`src/rtl/semi_cmd_conditioner_pkg.sv`:
```
// ---------------------------------------------------------------------------
// semi_cmd_conditioner_pkg
// Shared definitions for the semi-auto driving input stage:
//   - button bit positions inside the 4-bit button / command vectors
//   - command FSM state encoding
//   - small helpers for counter sizing and one-hot detection
// ---------------------------------------------------------------------------
package semi_cmd_conditioner_pkg;

   // Button / command bit positions: {left, right, straight, back}
   localparam int BTN_L = 3;
   localparam int BTN_R = 2;
   localparam int BTN_S = 1;
   localparam int BTN_B = 0;

   typedef enum logic [1:0] {
      IDLE    = 2'b00,
      HOLD    = 2'b01,
      RELEASE = 2'b10
   } cmd_state_t;

   function automatic int max_int(input int a, input int b);
      return (a > b) ? a : b;
   endfunction

   // Bits needed to count 0..n-1; never less than one bit.
   function automatic int cnt_width(input int n);
      return (n <= 2) ? 1 : $clog2(n);
   endfunction

   // True when exactly one bit of v is set.
   function automatic logic is_single(input logic [3:0] v);
      return (v != 4'b0000) && ((v & (v - 4'd1)) == 4'b0000);
   endfunction

endpackage

```
`src/rtl/semi_cmd_conditioner_debounce_bit.sv`:
```
// ---------------------------------------------------------------------------
// debounce_bit
// Two-flop synchroniser followed by a tick-based persistence filter. The
// filtered level only follows the synchronised input once a differing level
// has been seen on N consecutive debounce ticks; any return to the current
// level clears the count.
// Ports:
//   sys_clk  in   system clock
//   rst      in   asynchronous reset, active-low
//   tick     in   one-cycle debounce tick from the prescaler
//   din      in   raw asynchronous input bit
//   dout     out  debounced, accepted level
// ---------------------------------------------------------------------------
module debounce_bit
   import semi_cmd_conditioner_pkg::*;
#(
   parameter int N  = 3,
   parameter int CW = cnt_width(N)
) (
   input  logic sys_clk,
   input  logic rst,
   input  logic tick,
   input  logic din,
   output logic dout
);

   localparam logic [CW-1:0] CNT_LAST = CW'(N - 1);

   logic          sync1_reg;
   logic          sync2_reg;
   logic          stable_reg;
   logic [CW-1:0] cnt_reg;

   always_ff @(posedge sys_clk or negedge rst) begin
      if (!rst) begin
         sync1_reg  <= 1'b0;
         sync2_reg  <= 1'b0;
         stable_reg <= 1'b0;
         cnt_reg    <= '0;
      end else begin
         sync1_reg <= din;
         sync2_reg <= sync1_reg;
         if (sync2_reg == stable_reg) begin
            cnt_reg <= '0;
         end else if (tick) begin
            // Count already at N-1 means this is the N-th tick of the new level.
            if (cnt_reg >= CNT_LAST) begin
               stable_reg <= sync2_reg;
               cnt_reg    <= '0;
            end else begin
               cnt_reg <= cnt_reg + CW'(1);
            end
         end
      end
   end

   assign dout = stable_reg;

endmodule

```
`src/rtl/semi_cmd_conditioner.sv`:
```
// ---------------------------------------------------------------------------
// semi_cmd_conditioner
// Input stage for the semi-auto driving FSM. Debounces four direction buttons
// and four wall-detector bits, turns a single button press into a held
// one-hot command (kept until acknowledged, replaced or timed out) and
// publishes the filtered detector vector with a one-cycle change strobe.
// Ports:
//   sys_clk      in   system clock
//   rst          in   asynchronous reset, active-low
//   power        in   car powered; 0 forces the command path idle
//   btn_raw[3:0] in   raw buttons {left,right,straight,back}, active-high
//   det_raw[3:0] in   raw detector {front,left,right,back}, 1 = obstacle
//   cmd_ack      in   one-cycle pulse: consumer took the command
//   turn_left    out  held command bit
//   turn_right   out  held command bit
//   go_straight  out  held command bit
//   go_back      out  held command bit
//   cmd_valid    out  high while a command is presented
//   detector     out  debounced detector vector
//   det_changed  out  one-cycle pulse after the detector vector changes
// ---------------------------------------------------------------------------
module semi_cmd_conditioner
   import semi_cmd_conditioner_pkg::*;
#(
   parameter int CLK_HZ  = 100_000_000,
   parameter int TICK_HZ = 1000,
   parameter int BTN_DB  = 20,
   parameter int DET_DB  = 5,
   parameter int HOLD_TO = 200
) (
   input  logic       sys_clk,
   input  logic       rst,
   input  logic       power,
   input  logic [3:0] btn_raw,
   input  logic [3:0] det_raw,
   input  logic       cmd_ack,
   output logic       turn_left,
   output logic       turn_right,
   output logic       go_straight,
   output logic       go_back,
   output logic       cmd_valid,
   output logic [3:0] detector,
   output logic       det_changed
);

   localparam int DIV = CLK_HZ / TICK_HZ;
   localparam int PW  = cnt_width(DIV);
   localparam int DBW = cnt_width(max_int(BTN_DB, DET_DB));
   localparam int TOW = cnt_width(HOLD_TO + 1);

   // ---------------- prescaler ----------------
   logic [PW-1:0] pre_cnt_reg;
   logic          tick;

   assign tick = (pre_cnt_reg == PW'(DIV - 1));

   always_ff @(posedge sys_clk or negedge rst) begin
      if (!rst) begin
         pre_cnt_reg <= '0;
      end else if (tick) begin
         pre_cnt_reg <= '0;
      end else begin
         pre_cnt_reg <= pre_cnt_reg + PW'(1);
      end
   end

   // ---------------- debouncers ----------------
   logic [3:0] btn_stable;
   logic [3:0] det_stable;

   genvar gi;
   generate
      for (gi = 0; gi < 4; gi++) begin : g_db
         debounce_bit #(.N(BTN_DB), .CW(DBW)) u_btn_db (
            .sys_clk (sys_clk),
            .rst     (rst),
            .tick    (tick),
            .din     (btn_raw[gi]),
            .dout    (btn_stable[gi])
         );
         debounce_bit #(.N(DET_DB), .CW(DBW)) u_det_db (
            .sys_clk (sys_clk),
            .rst     (rst),
            .tick    (tick),
            .din     (det_raw[gi]),
            .dout    (det_stable[gi])
         );
      end
   endgenerate

   // ---------------- press edge detect ----------------
   logic [3:0] btn_prev_reg;
   logic [3:0] press;

   assign press = btn_stable & ~btn_prev_reg;

   // ---------------- command FSM ----------------
   cmd_state_t     state_reg,     state_next;
   logic [3:0]     cmd_reg,       cmd_next;
   logic [TOW-1:0] to_cnt_reg,    to_cnt_next;
   logic [3:0]     cmd_out_reg,   cmd_out_next;
   logic           valid_reg,     valid_next;

   always_comb begin
      state_next  = state_reg;
      cmd_next    = cmd_reg;
      to_cnt_next = to_cnt_reg;

      case (state_reg)
         IDLE: begin
            // Simultaneous presses are ambiguous and dropped entirely.
            if (power && is_single(press)) begin
               cmd_next    = press;
               to_cnt_next = '0;
               state_next  = HOLD;
            end
         end
         HOLD: begin
            if (cmd_ack) begin
               state_next = RELEASE;
               cmd_next   = '0;
            end else if (is_single(press) && (press != cmd_reg)) begin
               cmd_next    = press;
               to_cnt_next = '0;
            end else if (tick) begin
               // This tick is the HOLD_TO-th one spent waiting: drop the command.
               if (to_cnt_reg >= TOW'(HOLD_TO - 1)) begin
                  state_next  = IDLE;
                  cmd_next    = '0;
                  to_cnt_next = '0;
               end else begin
                  to_cnt_next = to_cnt_reg + TOW'(1);
               end
            end
         end
         RELEASE: begin
            // Wait for every button to be let go so a held key cannot re-fire.
            if (btn_stable == 4'b0000) begin
               state_next = IDLE;
            end
         end
         default: begin
            state_next = IDLE;
            cmd_next   = '0;
         end
      endcase

      if (!power) begin
         state_next  = IDLE;
         cmd_next    = '0;
         to_cnt_next = '0;
      end

      // Outputs are registered from the next-state view so they appear the
      // cycle after the decision that produced them.
      cmd_out_next = (state_next == HOLD) ? cmd_next : 4'b0000;
      valid_next   = (state_next == HOLD);
   end

   // ---------------- detector change strobe ----------------
   logic [3:0] det_prev_reg;
   logic       det_changed_reg;

   always_ff @(posedge sys_clk or negedge rst) begin
      if (!rst) begin
         btn_prev_reg    <= '0;
         state_reg       <= IDLE;
         cmd_reg         <= '0;
         to_cnt_reg      <= '0;
         cmd_out_reg     <= '0;
         valid_reg       <= 1'b0;
         det_prev_reg    <= '0;
         det_changed_reg <= 1'b0;
      end else begin
         btn_prev_reg    <= btn_stable;
         state_reg       <= state_next;
         cmd_reg         <= cmd_next;
         to_cnt_reg      <= to_cnt_next;
         cmd_out_reg     <= cmd_out_next;
         valid_reg       <= valid_next;
         det_prev_reg    <= det_stable;
         det_changed_reg <= (det_stable != det_prev_reg);
      end
   end

   assign turn_left   = cmd_out_reg[BTN_L];
   assign turn_right  = cmd_out_reg[BTN_R];
   assign go_straight = cmd_out_reg[BTN_S];
   assign go_back     = cmd_out_reg[BTN_B];
   assign cmd_valid   = valid_reg;
   assign detector    = det_stable;
   assign det_changed = det_changed_reg;

endmodule

```
`config.mk`:
```
export PLATFORM = sky130hd
export DESIGN_NAME = semi_cmd_conditioner
export DESIGN_NICKNAME = d
export VERILOG_FILES = /design/src/rtl/semi_cmd_conditioner_pkg.sv /design/src/rtl/semi_cmd_conditioner_debounce_bit.sv /design/src/rtl/semi_cmd_conditioner.sv
export SDC_FILE = /design/constraint.sdc
export NUM_CORES = 1
export LEC_CHECK = 0
export ABC_AREA = 1
export CAP_MARGIN = 30
export CORE_MARGIN = 5
export CORE_UTILIZATION = 54
export DETAILED_ROUTE_END_ITERATION = 12
export GPL_TIMING_DRIVEN = 0
export HOLD_SLACK_MARGIN = 0.05
export PLACE_DENSITY = 0.78
export SYNTH_ARGS = -nofsm -noshare
export SYNTH_HDL_FRONTEND = slang
export SYNTH_SLANG_ARGS = --single-unit
```
`constraint.sdc`:
```
create_clock -name sys_clk -period 2.8 [get_ports sys_clk]
set_input_delay 0.84 -clock sys_clk [delete_from_list [all_inputs] [get_ports sys_clk]]
set_output_delay 0.84 -clock sys_clk [all_outputs]
set_load 0.01 [all_outputs]
```
==> results of run 1 <==
[Yosys cell counts]
cell	number
buf_2	1
nor2_1	64
o21bai_1	1
mux2i_1	4
nand3_4	1
nand2_1	94
a32o_1	4
ha_1	14
o22ai_1	1
a31oi_1	2
nor2_2	7
nand3_2	3
nand2_4	4
nand3b_1	1
nor2_4	3
inv_1	85
buf_4	6
nor3_1	7
nand3_1	51
nand2_2	4
xnor2_1	12
a21oi_1	24
nand4_1	5
buf_6	3
nor4_1	2
o41ai_2	2
xor2_1	13
inv_2	8
o31ai_1	1
o211a_1	4
or2_2	4
a31o_2	1
o21ai_0	40
a211oi_2	2
nor3_2	1
nand4_2	1
dfrtp_1	109
[power groups by stage]
stage / Clock, mW / Combinational [mW] / Sequential [mW]
6_report: 0.936 / 0.0771 / 1.59
5_1_grt: 1.03 / 0.0887 / 1.59
4_1_cts: 0.965 / 0.0799 / 1.59
3_5_place_dp: 0 / 0.0799 / 1.62
3_3_place_gp: 0 / 0.0735 / 1.62
2_1_floorplan: 0 / 0.0218 / 1.62
[worst max-delay path by stage]
| stage | endpoint | slack (ns) | depth (start not counted) |
|---|---|---|---|
| after floorplan | g_db[2].u_det_db.dout | 1.19 | 10 |
| after global placement | g_db[0].u_det_db.cnt_reg[1] | -3.08 | 1 |
| after detailed placement | to_cnt_reg[7] | 0.31 | 7 |
| after CTS | detector[1] | 0.44 | 2 |
| after global routing | detector[0] | 0.37 | 2 |
| final | detector[1] | 0.45 | 2 |
[layer usage]
metal,vias up,track usage,share of wire
met5,-,0,0
met3,13,0.0355,0.038
met2,76,0.327,0.51
met4,0,0.0532,0.012
li1,1957,-,-
met1,1871,0.223,0.44
[per-stage QoR]
stage          setup slack [ns]  hold slack (ns)
2_1_floorplan              1.19            0.331
3_3_place_gp              -3.08            0.331
3_5_place_dp              0.314            0.337
4_1_cts                   0.440            0.368
5_1_grt                   0.368            0.379
6_report                  0.455            0.364
[worst max-delay path: cells and delay by family, from the launching register on]
| kind | cells | cell delay (ns) |
|---|---|---|
| buffers and inverters | 2 | 0.66 |
| DFF | 1 | 0.47 |
[layout make-up]
type                            count  area [um2]
Fill cell                         830        3760
Sequential cell                   109        2730
Multi-Input combinational cell    377        2110
Inverter                           93         349
Timing Repair Buffer               22         235
Tap cell                          133         166
Clock buffer                       10         138
Buffer                             10        83.8
Clock inverter                      6        65.1
[kinds of logic after synthesis]
kind of cell,after synthesis,synth area share
and+or+nand+nor,252,0.223
DFF,109,0.517
buffers and inverters,103,0.0821
AOI/OAI and AO/OA,82,0.0949
xor gates and xnor gates,25,0.0415
adders and majority gates,14,0.0332
muxes,4,0.00759
==> flow_summary.yaml, run 1 <==
placement:
  routabilityCongestion: 0.834
  portBuffers: 21
  placed_area_mm2: 0.00567
  dp.cells: 744
  dp_hpwl_um: 6910
power_and_ir_drop:
  power_mw: 2.60
  leakage_nw: 2.95
  switching_power_uw: 622
  power_frac_comb: 0.030
  switching_share: 0.239
  clkPwrFrac: 0.360
  ir_worst_vdd_mv: 0.389
  power.density_mw_per_mm2: 443
  p_int_mw: 1.98
  power_frac_seq: 0.611
worst_setup_path:
  required_ns: 1.96
  reg2reg_slack_ns: 0.93
  rr_worst_depth: 10
  cp_slowest_stage_delay_ns: 0.52
  endpoint_kind: "output pin"
  path_class: "flop to output pin"
  startpoint_type: "flop"
  cp.arrival_ns: 1.51
  cp_max_fo: 5
  r2r_start: "pre_cnt_reg[0]"
  path_cells: "buf_4 > clkdlybuf4s50_1"
  reg2reg_to: "g_db[2].u_det_db.dout"
  slowest_stage: "clkdlybuf4s50_1"
  critPathLaunch: "g_db[1].u_det_db.dout"
timing:
  slew_violations: 0
  rsz0062_at_grt: "no"
  skew_ns: 0.00732
  finalSetupViolCount: 0
  tightest_slew_ns: 0.781
  slew_headroom: 0.479
  finalCritPeriodShare: 0.838
  final-hold-violation-count: 0
  max_freq_mhz: 426
  fin_tns_setup_ns: 0
  min_period_ns: 2.35
cells_and_area:
  drive_gt1_frac: 0.110
  finalNonFillerCells: 760
  nets: 648
  final_cell_area_mm2: 0.00588
  final_cell_mix: "dfrtp_1 (109), nand2_1 (94), inv_1 (85)"
  fin_util: 0.610
  area_growth_pct: 11.5
  final_common_cell: "dfrtp_1"
  diodes: 0
clock_network:
  cts_inserted_buffers: 9
  cts.htree.levels: 3
  cts_sinks: 109
  worstSkewPairLatency_ns: 0.37
  cts_root_buf: "clkbuf_8"
  clk_pin_slew_ns: 0.11
  ctsResizeCount: 0
  hold_buffers: 0
  cts_buffer_depth: 2
  cts_setup_buffers: 0
  cts_tree: "yes"
route:
  routed_wirelength_um: 9620
  wl_per_cell_um: 12.7
  firstDrtPassIters: 5
  num_vias: 3917
  first_iter_violations: 218
  ant_nets: 0
  drc_errors: 0
  vias_per_cell: 5.15
global_route:
  grt_pass1_wl_um: 17400
  grt_max_degree: 63
  antenna_found_initial: 0
  grt_util_all_layers: 0.182
  grt_pass1_vias: 4009
  grt_overflow: 0
synth:
  synth_top_cell_area_share: 0.517
  syn_area_mm2: 0.00527
  ys_warn_count: 0
  postSynthCellCount: 589
  syn_nets: 615
  yosysSeqAreaShare: 0.517
  syn_area_per_cell_um2: 8.95
  synth.distinct_cells: 37
  synth_seq_cells: 109
  synth.largest_area_cell: "dfrtp_1"
  synth.area.top_cells: "dfrtp_1 (52%), nand2_1 (6.7%), inv_1 (6.1%)"
die:
  die_w_um: 109
  start_util: 0.547
  die-area_mm2: 0.0118
  die_h_um: 109
  core_mm2: 0.00964
  pin_count: 22
  rows: 36
worst_hold_path:
  whs_path_depth: 0
  min_delay_worst_endpoint: "g_db[3].u_det_db.sync2_reg"
  hold_path_class: "flop to flop"
  min_from: "g_db[3].u_det_db.sync1_reg"
flow_run:
  max_cap_violations: 0
run_status:
  status: "completed"
No activity file was read; power rests on OpenSTA's default activity.
==> run 2, diff against run 1 <==
==> constraint.sdc (replaced) <==
create_clock -name sys_clk -period 2.5 [get_ports sys_clk]
set_input_delay 0.75 -clock sys_clk [delete_from_list [all_inputs] [get_ports sys_clk]]
set_output_delay 0.75 -clock sys_clk [all_outputs]
set_load 0.01 [all_outputs]
==> results of run 2 <==
The final DEF is identical to that of run 1. Status: completed.
Main changes from that run: setup slack after placement 0.314 ns -> 0.104 ns; setup slack after layout 0.455 ns -> 0.245 ns; register-to-register setup slack 0.93 ns -> 0.63 ns; total power 2.60 mW -> 2.92 mW; worst IR drop on VDD 0.389 mV -> 0.436 mV
==> run 3, diff against run 2 <==
--- a/config.mk
+++ b/config.mk
@@ -7,12 +7,13 @@
 export LEC_CHECK = 0
 export ABC_AREA = 1
 export CAP_MARGIN = 30
+export CORE_ASPECT_RATIO = 0.6
 export CORE_MARGIN = 5
-export CORE_UTILIZATION = 54
+export CORE_UTILIZATION = 25
 export DETAILED_ROUTE_END_ITERATION = 12
 export GPL_TIMING_DRIVEN = 0
 export HOLD_SLACK_MARGIN = 0.05
-export PLACE_DENSITY = 0.78
+export PLACE_DENSITY = 0.46
 export SYNTH_ARGS = -nofsm -noshare
 export SYNTH_HDL_FRONTEND = slang
 export SYNTH_SLANG_ARGS = --single-unit
==> constraint.sdc (replaced) <==
create_clock -name sys_clk -period 2.5 [get_ports sys_clk]
set_input_delay 0.75 -clock sys_clk [delete_from_list [all_inputs] [get_ports sys_clk]]
set_output_delay 0.75 -clock sys_clk [all_outputs]
set_load 0.005 [all_outputs]
==> run 3 against run 2 <==
Compared with the run above: cell area up 4.7%; fmax up 3.3%; worst setup slack better by 0.072 ns; flip-flop and latch count unchanged; largest cell class unchanged; highest routed layer unchanged.
==> flow_summary.yaml, run 3 (same netlist as run 1, synthesis figures left out) <==
cells_and_area:
  nets: 648
  area_growth_pct: 16.7
  final_common_cell: "dfrtp_1"
  diodes: 0
  drive_gt1_frac: 0.109
  final_cell_area_mm2: 0.00615
  final_cell_mix: "dfrtp_1 (109), nand2_1 (94), inv_1 (85)"
placement:
  routabilityCongestion: 0.796
  portBuffers: 21
  dp_slack_ns: 0.0612
  placed_area_mm2: 0.00586
  dp_hpwl_um: 7870
timing:
  finalSetupViolCount: 0
  min_period_ns: 2.18
  finalCritPeriodShare: 0.873
  tightest_slew_ns: 0.453
  holdWs_ns: 0.287
  slew_violations: 0
  max_freq_mhz: 458
  rsz0062_at_grt: "no"
  fin_tns_setup_ns: 0
  skew_ns: 0.0104
  final-hold-violation-count: 0
  finalWorstSetupSlack_ns: 0.317
  slew_headroom: 0.697
route:
  first_iter_violations: 174
  wl_per_cell_um: 12.1
  firstDrtPassIters: 4
  ant_nets: 0
  vias_per_cell: 4.23
  drc_errors: 0
  num_vias: 3832
  routed_wirelength_um: 10900
  drt-met1-wl_um: 6020
  wl_met2_um: 4330
  dr_wl_met3_um: 448
  top_layer: "met4"
power_and_ir_drop:
  power_mw: 3.32
  ir_worst_vdd_mv: 0.314
  power.density_mw_per_mm2: 539
  leakage_nw: 2.99
global_route:
  grt_overflow: 0
  grt_pass1_vias: 3807
  antenna_found_initial: 0
  grt_util_all_layers: 0.0978
  grt_pass1_wl_um: 18900
  grt_max_degree: 73
die:
  die_w_um: 197
  die-area_mm2: 0.0242
  die_h_um: 122
  rows: 41
  core_mm2: 0.0209
  pin_count: 22
  start_util: 0.253
worst_setup_path:
  cp.arrival_ns: 1.43
  endpoint_kind: "output pin"
  cp_max_fo: 5
  rr_worst_depth: 10
  reg2reg_to: "g_db[2].u_det_db.dout"
  required_ns: 1.75
  r2r_start: "pre_cnt_reg[0]"
  path_class: "flop to output pin"
  reg2reg_slack_ns: 0.58
  startpoint_type: "flop"
clock_network:
  clk_pin_slew_ns: 0.07
  cts_sinks: 109
  cts_setup_buffers: 0
  worstSkewPairLatency_ns: 0.36
  cts_buffer_depth: 2
  ctsResizeCount: 0
  cts.htree.levels: 3
  hold_buffers: 0
  cts_root_buf: "clkbuf_16"
  cts_tree: "yes"
  cts_inserted_buffers: 9
worst_hold_path:
  hold_path_class: "input port to async pin"
flow_run:
  max_cap_violations: 0
run_status:
  status: "completed"
[run 3: cell count changes in the layout (fill, tap and decap cells not counted)]
cell        delta
clkinvlp_4     +1
buf_4          -1
clkinv_4       -1
clkinv_2       +2
clkinv_8       -1
bufinv_16      +1
inv_8          -2
clkbuf_8      -10
clkbuf_16      +9
buf_6          +1
[run 3: metrics by stage]
step	std cells	utilization
floorplan	589	-
global placement	889	0.279
detailed placement	890	0.281
CTS	905	0.295
global route	905	0.295
finish	905	0.295
[run 3: how the worst max path moves through the flow]
stage,end,startpoint,depth (start not counted)
6_report,detector[3],g_db[3].u_det_db.dout,2
5_1_grt,detector[0],g_db[0].u_det_db.dout,2
4_1_cts,detector[3],g_db[3].u_det_db.dout,2
3_5_place_dp,to_cnt_reg[1],power,7
3_3_place_gp,g_db[0].u_det_db.sync1_reg,rst,1
2_1_floorplan,g_db[2].u_det_db.dout,pre_cnt_reg[0],10
[run 3: per-layer routing]
metal,vias up,global-route usage
met3,12,0.0316
met2,54,0.137
met1,1818,0.146
met5,-,0
met4,0,0.0221
li1,1948,-
[run 3: critical path, stage by stage (launching register included)]
cell and delay (ns):
dfrtp_1 0.45, buf_4 0.14, clkdlybuf4s50_1 0.49
[run 3: area by class of cell]
cell class              instances  area [um2]
plain buffers                  10        83.8
repair buffers                 22         239
well taps                     279         349
flip-flops and latches        109        2730
fillers                      2190       14700
inverters                      93         349
clock buffers                   9         225
multi-input cells             377        2110
clock inverters                 6        65.1
[run 3: report_power, final]
group	switching [mW]	total [mW]	internal, mW
registers	0.00624	1.78	1.77
clock network	0.672	1.44	0.772
logic	0.0624	0.0907	0.0283
